[config.mk]
export PLATFORM = sky130hd
export DESIGN_NAME = fetch_stage
export DESIGN_NICKNAME = d
export VERILOG_FILES = /design/src/rtl/cpu_defs_pkg.sv /design/src/rtl/fetch_stage_if_id_reg.sv /design/src/rtl/fetch_stage.sv
export SDC_FILE = /design/constraint.sdc
export NUM_CORES = 1
export LEC_CHECK = 0
export BUFFER_PORTS_ARGS = -buffer_cell sky130_fd_sc_hd__buf_2
export CAP_MARGIN = 20
export CORE_AREA = 2 2 147 149
export DETAILED_ROUTE_END_ITERATION = 10
export DIE_AREA = 0 0 149 151
export GPL_TIMING_DRIVEN = 0
export PLACE_DENSITY = 0.64
export SYNTH_ARGS = -nofsm -noshare
export SYNTH_HDL_FRONTEND = slang
export SYNTH_SLANG_ARGS = --single-unit
[constraint.sdc]
create_clock -name clk -period 2.8 [get_ports clk]
set_input_delay 0.14 -clock clk [delete_from_list [all_inputs] [get_ports clk]]
set_output_delay 0.14 -clock clk [all_outputs]
set_load 0.01 [all_outputs]
[src/rtl/cpu_defs_pkg.sv]
// Shared definitions for the fetch front end: widths, constants and the
// fetch FSM state encoding.
package cpu_defs;

    localparam int ADDR_W       = 32;
    localparam int INSTR_W      = 32;
    localparam int PC_INCREMENT = 4;
    localparam int NOP_INSTR    = 0;

    typedef enum logic [1:0] {
        IDLE  = 2'b00,
        FETCH = 2'b01,
        HOLD  = 2'b10,
        DROP  = 2'b11
    } fetch_state_t;

endpackage

[src/rtl/fetch_stage_if_id_reg.sv]
// IF/ID pipeline register. Flush beats freeze, freeze beats load; with no
// load the stage fills with a bubble so decode never sees a stale instruction.
module if_id_reg
    import cpu_defs::*;
#(
    parameter int ADDR_WIDTH  = ADDR_W,
    parameter int INSTR_WIDTH = INSTR_W
) (
    input  logic                   clk,
    input  logic                   rst,
    input  logic                   load,
    input  logic                   flush,
    input  logic                   freeze,
    input  logic [ADDR_WIDTH-1:0]  pc,
    input  logic [INSTR_WIDTH-1:0] instr,
    input  logic                   valid,
    output logic [ADDR_WIDTH-1:0]  stage_pc,
    output logic [INSTR_WIDTH-1:0] stage_instr,
    output logic                   stage_valid
);

    localparam logic [INSTR_WIDTH-1:0] NOP = INSTR_WIDTH'(NOP_INSTR);

    always_ff @(posedge clk) begin
        if (!rst || flush) begin
            stage_pc    <= '0;
            stage_instr <= NOP;
            stage_valid <= 1'b0;
        end else if (!freeze) begin
            if (load) begin
                stage_pc    <= pc;
                stage_instr <= valid ? instr : NOP;
                stage_valid <= valid;
            end else begin
                stage_pc    <= '0;
                stage_instr <= NOP;
                stage_valid <= 1'b0;
            end
        end
    end

endmodule

[src/rtl/fetch_stage.sv]
// Instruction fetch stage: PC generation, req/ready handshake to instruction
// memory, a one-entry skid buffer for responses that arrive while frozen.
module fetch_stage
    import cpu_defs::*;
#(
    parameter int                    ADDR_WIDTH  = ADDR_W,
    parameter int                    INSTR_WIDTH = INSTR_W,
    parameter logic [ADDR_WIDTH-1:0] RESET_PC    = '0
) (
    input  logic                   clk,
    input  logic                   rst,
    input  logic                   freeze,
    input  logic                   branch_taken,
    input  logic [ADDR_WIDTH-1:0]  branch_address,
    output logic                   imem_req,
    output logic [ADDR_WIDTH-1:0]  imem_addr,
    input  logic                   imem_ready,
    input  logic [INSTR_WIDTH-1:0] imem_rdata,
    output logic [ADDR_WIDTH-1:0]  if_id_pc,
    output logic [INSTR_WIDTH-1:0] if_id_instr,
    output logic                   if_id_valid
);

    localparam logic [ADDR_WIDTH-1:0] INC = ADDR_WIDTH'(PC_INCREMENT);

    fetch_state_t state, next_state;

    logic [ADDR_WIDTH-1:0]  addr_inc;
    logic [ADDR_WIDTH-1:0]  redirect_pc;
    logic [ADDR_WIDTH-1:0]  skid_pc;
    logic [INSTR_WIDTH-1:0] skid_instr;
    logic                   skid_valid;

    logic                   req_nxt;
    logic [ADDR_WIDTH-1:0]  addr_nxt;
    logic [ADDR_WIDTH-1:0]  redirect_nxt;
    logic                   skid_load;
    logic                   skid_clear;
    logic                   ifid_load;
    logic [ADDR_WIDTH-1:0]  ifid_pc;
    logic [INSTR_WIDTH-1:0] ifid_instr;
    logic                   ifid_valid;

    assign addr_inc = imem_addr + INC;

    always_ff @(posedge clk) begin
        if (!rst) begin
            state <= IDLE;
        end else begin
            state <= next_state;
        end
    end

    // A branch that arrives while a request is still waiting cannot move
    // imem_addr, so DROP swallows the stale response before redirecting.
    always_comb begin
        next_state = state;
        case (state)
            IDLE:  next_state = FETCH;
            FETCH: begin
                if (branch_taken) begin
                    next_state = imem_ready ? FETCH : DROP;
                end else if (imem_ready && freeze) begin
                    next_state = HOLD;
                end
            end
            HOLD: begin
                if (branch_taken || !freeze) begin
                    next_state = FETCH;
                end
            end
            DROP: begin
                if (!branch_taken && imem_ready) begin
                    next_state = FETCH;
                end
            end
            default: next_state = IDLE;
        endcase
    end

    always_comb begin
        req_nxt      = imem_req;
        addr_nxt     = imem_addr;
        redirect_nxt = redirect_pc;
        skid_load    = 1'b0;
        skid_clear   = 1'b0;
        ifid_load    = 1'b0;
        ifid_pc      = addr_inc;
        ifid_instr   = imem_rdata;
        ifid_valid   = 1'b1;
        case (state)
            IDLE: begin
                req_nxt = 1'b1;
                if (branch_taken) begin
                    addr_nxt = branch_address;
                end
            end
            FETCH: begin
                ifid_load = imem_ready;
                if (branch_taken) begin
                    if (imem_ready) begin
                        addr_nxt = branch_address;
                    end else begin
                        redirect_nxt = branch_address;
                    end
                end else if (imem_ready) begin
                    addr_nxt = addr_inc;
                    if (freeze) begin
                        skid_load = 1'b1;
                        req_nxt   = 1'b0;
                    end
                end
            end
            HOLD: begin
                ifid_load  = 1'b1;
                ifid_pc    = skid_pc;
                ifid_instr = skid_instr;
                ifid_valid = skid_valid;
                if (branch_taken) begin
                    addr_nxt   = branch_address;
                    req_nxt    = 1'b1;
                    skid_clear = 1'b1;
                end else if (!freeze) begin
                    req_nxt    = 1'b1;
                    skid_clear = 1'b1;
                end
            end
            DROP: begin
                if (branch_taken) begin
                    redirect_nxt = branch_address;
                end else if (imem_ready) begin
                    addr_nxt = redirect_pc;
                end
            end
            default: begin
                req_nxt = 1'b0;
            end
        endcase
    end

    always_ff @(posedge clk) begin
        if (!rst) begin
            imem_req    <= 1'b0;
            imem_addr   <= RESET_PC;
            redirect_pc <= RESET_PC;
            skid_pc     <= '0;
            skid_instr  <= '0;
            skid_valid  <= 1'b0;
        end else begin
            imem_req    <= req_nxt;
            imem_addr   <= addr_nxt;
            redirect_pc <= redirect_nxt;
            if (skid_load) begin
                skid_pc    <= addr_inc;
                skid_instr <= imem_rdata;
                skid_valid <= 1'b1;
            end else if (skid_clear) begin
                skid_valid <= 1'b0;
            end
        end
    end

    if_id_reg #(
        .ADDR_WIDTH  (ADDR_WIDTH),
        .INSTR_WIDTH (INSTR_WIDTH)
    ) u_if_id (
        .clk         (clk),
        .rst         (rst),
        .load        (ifid_load),
        .flush       (branch_taken),
        .freeze      (freeze),
        .pc          (ifid_pc),
        .instr       (ifid_instr),
        .valid       (ifid_valid),
        .stage_pc    (if_id_pc),
        .stage_instr (if_id_instr),
        .stage_valid (if_id_valid)
    );

endmodule

==> results.cfg, run 1 <==
[clock_tree]
clkSlewWorstSetupHoldPaths_ps = 80
worstSkewPairLatency_ps = 450
cts-root-buf = clkbuf_16
ctsHtreeMaxLevel = 4
cts_tree = yes
cts_buffers = 17
cts_buffer_depth = 2
cts.sinks = 197

[run]
max_cap_viol_count = 0

[pwr]
power_switching_share = 0.316
p_int_w = 0.00461
vdd_drop_max_uv = 439
pwr-share-seq = 0.453
p_leak_nw = 4.43
clkPwrFrac = 0.371
powerDensity_nw_per_um2 = 589
switching_power_w = 0.00213
finalPower_w = 0.00674
comb_power_share = 0.176

[grt]
grt_pass1_vias = 8221
track_usage = 0.261
antenna_found_initial = 1
grt.overflow.total = 0
grt_start_max_net_pins = 22
grt_pass1_wl_um = 45800

[timing]
fmax_mhz = 374
layout_setup_ws_ps = 127
skew_ps = 14.7
slew_headroom = 0.450
rsz0062_at_grt = no
worst_slew_pin_slew_ps = 825
timing.final.max_slew_violations = 0
period_minus_slack_ps = 2670
timing.final.crit_share = 0.955
final_hold_viol_count = 0
setup_viol = 0
tns_ps = 0

[drt]
first_pass_iters = 5
initialDrtViolationCount = 774
viasPerCell = 5.60
drcViolationCount = 0
wl_per_cell_um = 18.5
ant_nets = 0
vias = 8969
drt-total-wl_um = 29600

[run_status]
status = complete, no violations

[placement]
portBuffers = 165
hpwl_um = 21300
preCtsSetupSlack_ps = 215
post-place-cells = 1505
gp_congestion = 0.955

[yosys]
synth-main-ff-cell = dfxtp_1
ys_types = 73
syn_area_um2 = 9020
synth-edff-count = 0
synthArstFlopShare = 0
ys_ff_latch = 197
syn-instance-count = 1065
syn_area_per_cell_um2 = 8.47
synth_warnings = 0
synth_nets = 1141
ys_seq_area_frac = 0.437

[cells_and_area]
multi_input_area_um2 = 4590
final_cell_count_no_fill = 1602
regArea_um2 = 3940
area_growth_pct = 26.9
drive_gt1_frac = 0.192
fin_nets = 1389
num-fill-cells = 1967

[min_path]
hold_start = imem_ready
min-delay-path-class = primary input to register

[floorplanning]
die_h_um = 151
initial_core_util = 0.433
die_area_um2 = 22500
core_um2 = 20800
num_io_pins = 167
die_w_um = 149
rows = 53

[worst_setup_path]
r2r_start = state[0]
startpoint = state[0]
crit_path_end_kind = register
crit_required_ps = 3100
start_kind = register
crit_type = register to register
arrival_ps = 2980
critPathMaxFanout = 10
==> cell usage after synthesis (6+ instances only) <==
| library cell | count | area [um^2] |
|---|---|---|
| nor4_1 | 7 | 43.8 |
| clkbuf_1 | 58 | 218 |
| a22oi_1 | 32 | 240 |
| a2bb2oi_1 | 33 | 289 |
| nand2_1 | 173 | 649 |
| dfxtp_1 | 197 | 3940 |
| a31oi_1 | 6 | 37.5 |
| o21a_1 | 9 | 67.6 |
| o31a_1 | 6 | 52.6 |
| nand4_1 | 15 | 93.8 |
| a22o_1 | 10 | 87.6 |
| o22ai_1 | 15 | 93.8 |
| xor2_1 | 13 | 114 |
| buf_2 | 15 | 75.1 |
| nor2_1 | 92 | 345 |
| nor3_1 | 11 | 55.1 |
| a21oi_1 | 109 | 546 |
| buf_4 | 9 | 67.6 |
| xnor2_1 | 13 | 114 |
| inv_1 | 7 | 26.3 |
| a222oi_1 | 8 | 80.1 |
| o21ai_0 | 51 | 255 |
| a211oi_1 | 16 | 120 |
| nor2b_1 | 6 | 37.5 |
| a221oi_1 | 8 | 70.1 |
| nand2b_1 | 7 | 43.8 |
| ha_1 | 7 | 87.6 |
| nand3_1 | 18 | 90.1 |
| mux2i_1 | 35 | 350 |
==> stage by stage <==
stage | hold WS (ps) | utilization | cell area, um^2
finish | 138 | 0.549 | 11400
global route | 148 | 0.549 | 11400
CTS | 114 | 0.549 | 11400
detailed placement | 397 | 0.489 | 10200
global placement | 391 | 0.489 | 10200
floorplan | 276 | - | 9020
==> layer usage <==
metal,GRT usage,vias to the layer above,share of wire
li1,-,4329,-
met1,0.369,4245,0.45
met2,0.399,352,0.45
met3,0.0554,43,0.075
met4,0.0814,0,0.020
met5,0,-,0
==> repair_timing <==
item                       in CTS  in global routing
hold buffers                   64                  0
resized for setup               0                  1
setup buffers                   0                  0
hold endpoints to repair       64                  0
setup endpoints to repair       0                  8
==> path summary, 6_finish.rpt <==
check	endpoint	slack [ps]	cells past startpoint
max	imem_addr[29]	130	9
min	imem_req	140	4
max reg2reg	imem_addr[29]	130	9
min reg2reg	u_if_id.stage_pc[26]	440	2
==> layout make-up <==
type / count / share of cell area
inverters: 8 / 0.00262
plain buffers: 94 / 0.0396
repair buffers: 229 / 0.128
diodes: 1 / 0.000219
clock inverters: 15 / 0.0159
multi-input cells: 766 / 0.402
well taps: 275 / 0.0301
flip-flops and latches: 197 / 0.345
clock buffers: 17 / 0.0372
==> power by group through the flow <==
| stage | sequential, W | combinational [W] | clock [W] |
|---|---|---|---|
| floorplan | 0.00311 | 0.000675 | 0 |
| global placement | 0.00311 | 0.00109 | 0 |
| detailed placement | 0.00312 | 0.00109 | 0 |
| CTS | 0.00305 | 0.00116 | 0.00253 |
| global route | 0.00307 | 0.00129 | 0.00266 |
| finish | 0.00305 | 0.00118 | 0.00250 |
==> placed cells by master, fill, tap and decap left out, drive strengths merged, types with 9 or more instances in the layout <==
cell type,count
a22oi,32
a211oi,16
nand3,22
o22ai,15
dlygate4sd3,64
a2bb2oi,33
clkbuf,76
xor2,13
o21ai,52
a22o,10
xnor2,13
nand2,173
a21oi,109
o21a,9
inv,15
mux2i,35
dfxtp,197
nor3,12
nand4,17
buf,199
nor2,94
==> critical path: stages (launching register included) <==
cell      delay, ps
dfxtp_1         370
inv_1           160
ha_1            160
clkbuf_1        200
nor2_1          110
o221ai_1        650
clkbuf_1        490
nor4_1           90
mux2i_1         170
o221ai_1        130
==> flip-flops by register name, summed over array words and instances (netlist names) <==
register / flops
imem_addr: 32
redirect_pc: 32
skid_instr: 32
skid_pc: 32
u_if_id.stage_instr: 32
u_if_id.stage_pc: 32
state: 2
imem_req: 1
skid_valid: 1
u_if_id.stage_valid: 1
==> cells by family (layout without fill, tap and decap cells) <==
group	Yosys count	count (layout)	share of synthesized area
AND/OR/NAND/NOR	364	364	0.189
flip-flops	197	197	0.437
AO/OA/AOI/OAI	330	330	0.241
multiplexers	39	39	0.0439
XOR/XNOR	26	26	0.0253
adder cells (fa/ha/maj)	7	7	0.00971
other	0	1	0
buffers and inverters	102	363	0.0536
(Power assumes the default switching activity.)
==> run 2, diff against run 1 <==
--- a/config.mk
+++ b/config.mk
@@ -7,11 +7,13 @@
 export LEC_CHECK = 0
 export BUFFER_PORTS_ARGS = -buffer_cell sky130_fd_sc_hd__buf_2
 export CAP_MARGIN = 20
-export CORE_AREA = 2 2 147 149
+export CORE_AREA = 2 2 149 151
 export DETAILED_ROUTE_END_ITERATION = 10
-export DIE_AREA = 0 0 149 151
+export DIE_AREA = 0 0 151 153
 export GPL_TIMING_DRIVEN = 0
-export PLACE_DENSITY = 0.64
+export MAX_ROUTING_LAYER = met4
+export PLACE_DENSITY = 0.63
 export SYNTH_ARGS = -nofsm -noshare
 export SYNTH_HDL_FRONTEND = slang
+export SYNTH_HIERARCHICAL = 1
 export SYNTH_SLANG_ARGS = --single-unit
==> run 2 against run 1 <==
- critical path depth unchanged
- first-iteration DRC count down 1.0%
- fmax up 4.2%
- hold slack better by 37 ps
- combinational power up 3%
- sequential power about the same
- via count down 2.0%
- largest power group unchanged
- critical path type unchanged
- design area up 2.4%
- flip-flop and latch count unchanged
- register-to-register slack better by 110 ps
- setup slack better by 110 ps
==> results.cfg, run 2 <==
[run_status]
status = complete, no violations

[drt]
highest_layer = met4
first_pass_iters = 5
drcViolationCount = 0
wl_met1_um = 13300
vias = 8792
drt-total-wl_um = 28400
ant_nets = 0
initialDrtViolationCount = 766
wl_per_cell_um = 17.5
wl_met2_um = 12700
route.met3.wl_um = 1540
viasPerCell = 5.42

[pwr]
vdd_drop_max_uv = 419
power_switching_share = 0.298
powerDensity_nw_per_um2 = 581
comb_power_share = 0.179
pwr-share-seq = 0.449
p_leak_nw = 4.60
p_int_w = 0.00478
switching_power_w = 0.00203
clkPwrFrac = 0.372

[placement]
portBuffers = 165
dpl_cell_area_um2 = 10500
hpwl_um = 20600
gp_congestion = 0.907
preCtsSetupSlack_ps = -195

[yosys]
syn_area_per_cell_um2 = 8.57
yosysMostFrequentCell = nand2_1
yosys.area.top_type_share = 0.425
synth_nets = 1158
syn_area_um2 = 9280
synth-edff-count = 0
synth_area_leaders = dfxtp_1, nand2_1, mux2_2, a21oi_1, a32o_1
synth_warnings = 6
ys_types = 64
synthTopCellsByCount = nand2_1, dfxtp_1, a21oi_1
yosys.area.top_type = dfxtp_1
syn-instance-count = 1082
synth-main-ff-cell = dfxtp_1
ys_ff_latch = 197
synthArstFlopShare = 0
ys_seq_area_frac = 0.425

[cells_and_area]
final_area_um2 = 11700
antennaDiodeCount = 0
multi_input_area_um2 = 4880
drive_gt1_frac = 0.238
final_common_cell = nand2_1
area_growth_pct = 26.3
final_util = 0.545
num-fill-cells = 2088
layout_common_cells = nand2_1, dfxtp_1, buf_2
fin_nets = 1405
regArea_um2 = 3950

[floorplanning]
die_area_um2 = 23100
rows = 54
die_h_um = 153
num_io_pins = 167
initial_core_util = 0.432
die_w_um = 151
core_um2 = 21500

[timing]
skew_ps = 6.70
slew_headroom = 0.524
layout_setup_ws_ps = 234
timing.final.crit_share = 0.917
setup_viol = 0
timing.final.max_slew_violations = 0
tns_ps = 0
final_hold_viol_count = 0
fmax_mhz = 390
rsz0062_at_grt = no
period_minus_slack_ps = 2570
worst_slew_pin_slew_ps = 707

[clock_tree]
post-cts-setup-buffers = 0
cts-root-buf = clkbuf_16
ctsHtreeMaxLevel = 4
cts_tree = yes
cts.sinks = 197
cts_buffers = 17
worstSkewPairLatency_ps = 440
clkSlewWorstSetupHoldPaths_ps = 70
cts_buffer_depth = 2

[grt]
track_usage = 0.253
grt_pass1_vias = 8168
grt.overflow.total = 0
grt_start_max_net_pins = 19
antenna_found_initial = 0
grt_pass1_wl_um = 44600

[worst_setup_path]
crit_path_cell_trace = buf_2 > nand3_2 > or3_1 > clkbuf_1 > nor3_1 > xor2_1 > mux2_2 > nand3b_1 > a21oi_1
start_kind = register
critPathMaxFanout = 9
slowest_stage = nor3_1
arrival_ps = 2880
crit_type = register to register
critPathMaxStageDelay_ps = 420
path_buf_inv = 2
path_delay_family = simple AND/OR/NAND/NOR gates
crit_required_ps = 3110
crit_path_end_kind = register

[min_path]
min-delay-path-class = primary input to register

[run]
max_cap_viol_count = 0
## run 2: cell count changes after synthesis, moves of 15 or more
cell       previous run  this run
a21oi_1             109       124
a2bb2oi_1            33         3
mux2_2                4        62
nand2_1             173       201
mux2i_1              35         5
clkbuf_1             58        74
nand3b_1              0        36
a32o_1                1        32
a22oi_1              32        10
nor2_1               92        58
o21ba_2               0        17
## run 2: routing by layer
layer  global-route usage  vias up
met5                    -        -
met4               0.0908        0
met3               0.0355       46
met2                0.376      276
met1                0.350     4129
li1                     -     4341
## run 2: stage by stage
stage          cells  hold slack (ps)  total power, W
6_report        1622              174         0.00680
5_1_grt         1622              191         0.00708
4_1_cts         1623              162         0.00683
3_5_place_dp    1527              397         0.00424
3_3_place_gp    1527              394         0.00423
2_1_floorplan   1082              276         0.00381
## run 2: repair_timing
action / in CTS / in global routing
endpoints found under the hold margin: 64 / 0
endpoints found under the setup margin: 18 / 99
gates resized for setup: 2 / 11
pin swaps: 0 / 0
hold buffers: 64 / 0
## run 2: layout make-up
| type | instances | area share |
|---|---|---|
| clock buffer | 18 | 0.0366 |
| inverter | 9 | 0.00288 |
| buffer | 97 | 0.0383 |
| multi-input combinational | 778 | 0.416 |
| timing repair buffer | 229 | 0.125 |
| clock inverter | 14 | 0.0143 |
| sequential | 197 | 0.337 |
| tap | 280 | 0.0299 |
## run 2: worst min-delay path: stages
cell and delay, ps:
buf_2 130, nand2b_1 230, a21oi_1 60
## run 2: power groups by stage
stage / combinational (W) / clock (W) / sequential, W
global route: 0.00132 / 0.00269 / 0.00307
finish: 0.00122 / 0.00253 / 0.00305
global placement: 0.00111 / 0 / 0.00311
CTS: 0.00120 / 0.00258 / 0.00305
floorplan: 0.000708 / 0 / 0.00311
detailed placement: 0.00112 / 0 / 0.00312
## run 2: logic make-up (layout without fill, tap and decap cells)
family	count (synthesis)	count (layout)	share of synthesized area
flops	197	197	0.425
xor+xnor	28	28	0.0264
fa+ha+maj	7	7	0.00944
mux	67	67	0.0807
compound gates	289	289	0.209
simple gates	387	387	0.197
buf+inv	107	367	0.0519
## run 2: worst paths after layout
path	to	depth (start not counted)	start	slack, ps
worst min register to register	skid_instr[31]	2	skid_instr[31]	450
worst min-delay path	u_if_id/stage_pc[26]	3	rst	170
worst max register to register	u_if_id/stage_pc[27]	9	imem_addr[7]	230
worst max-delay path	u_if_id/stage_pc[27]	9	imem_addr[7]	230
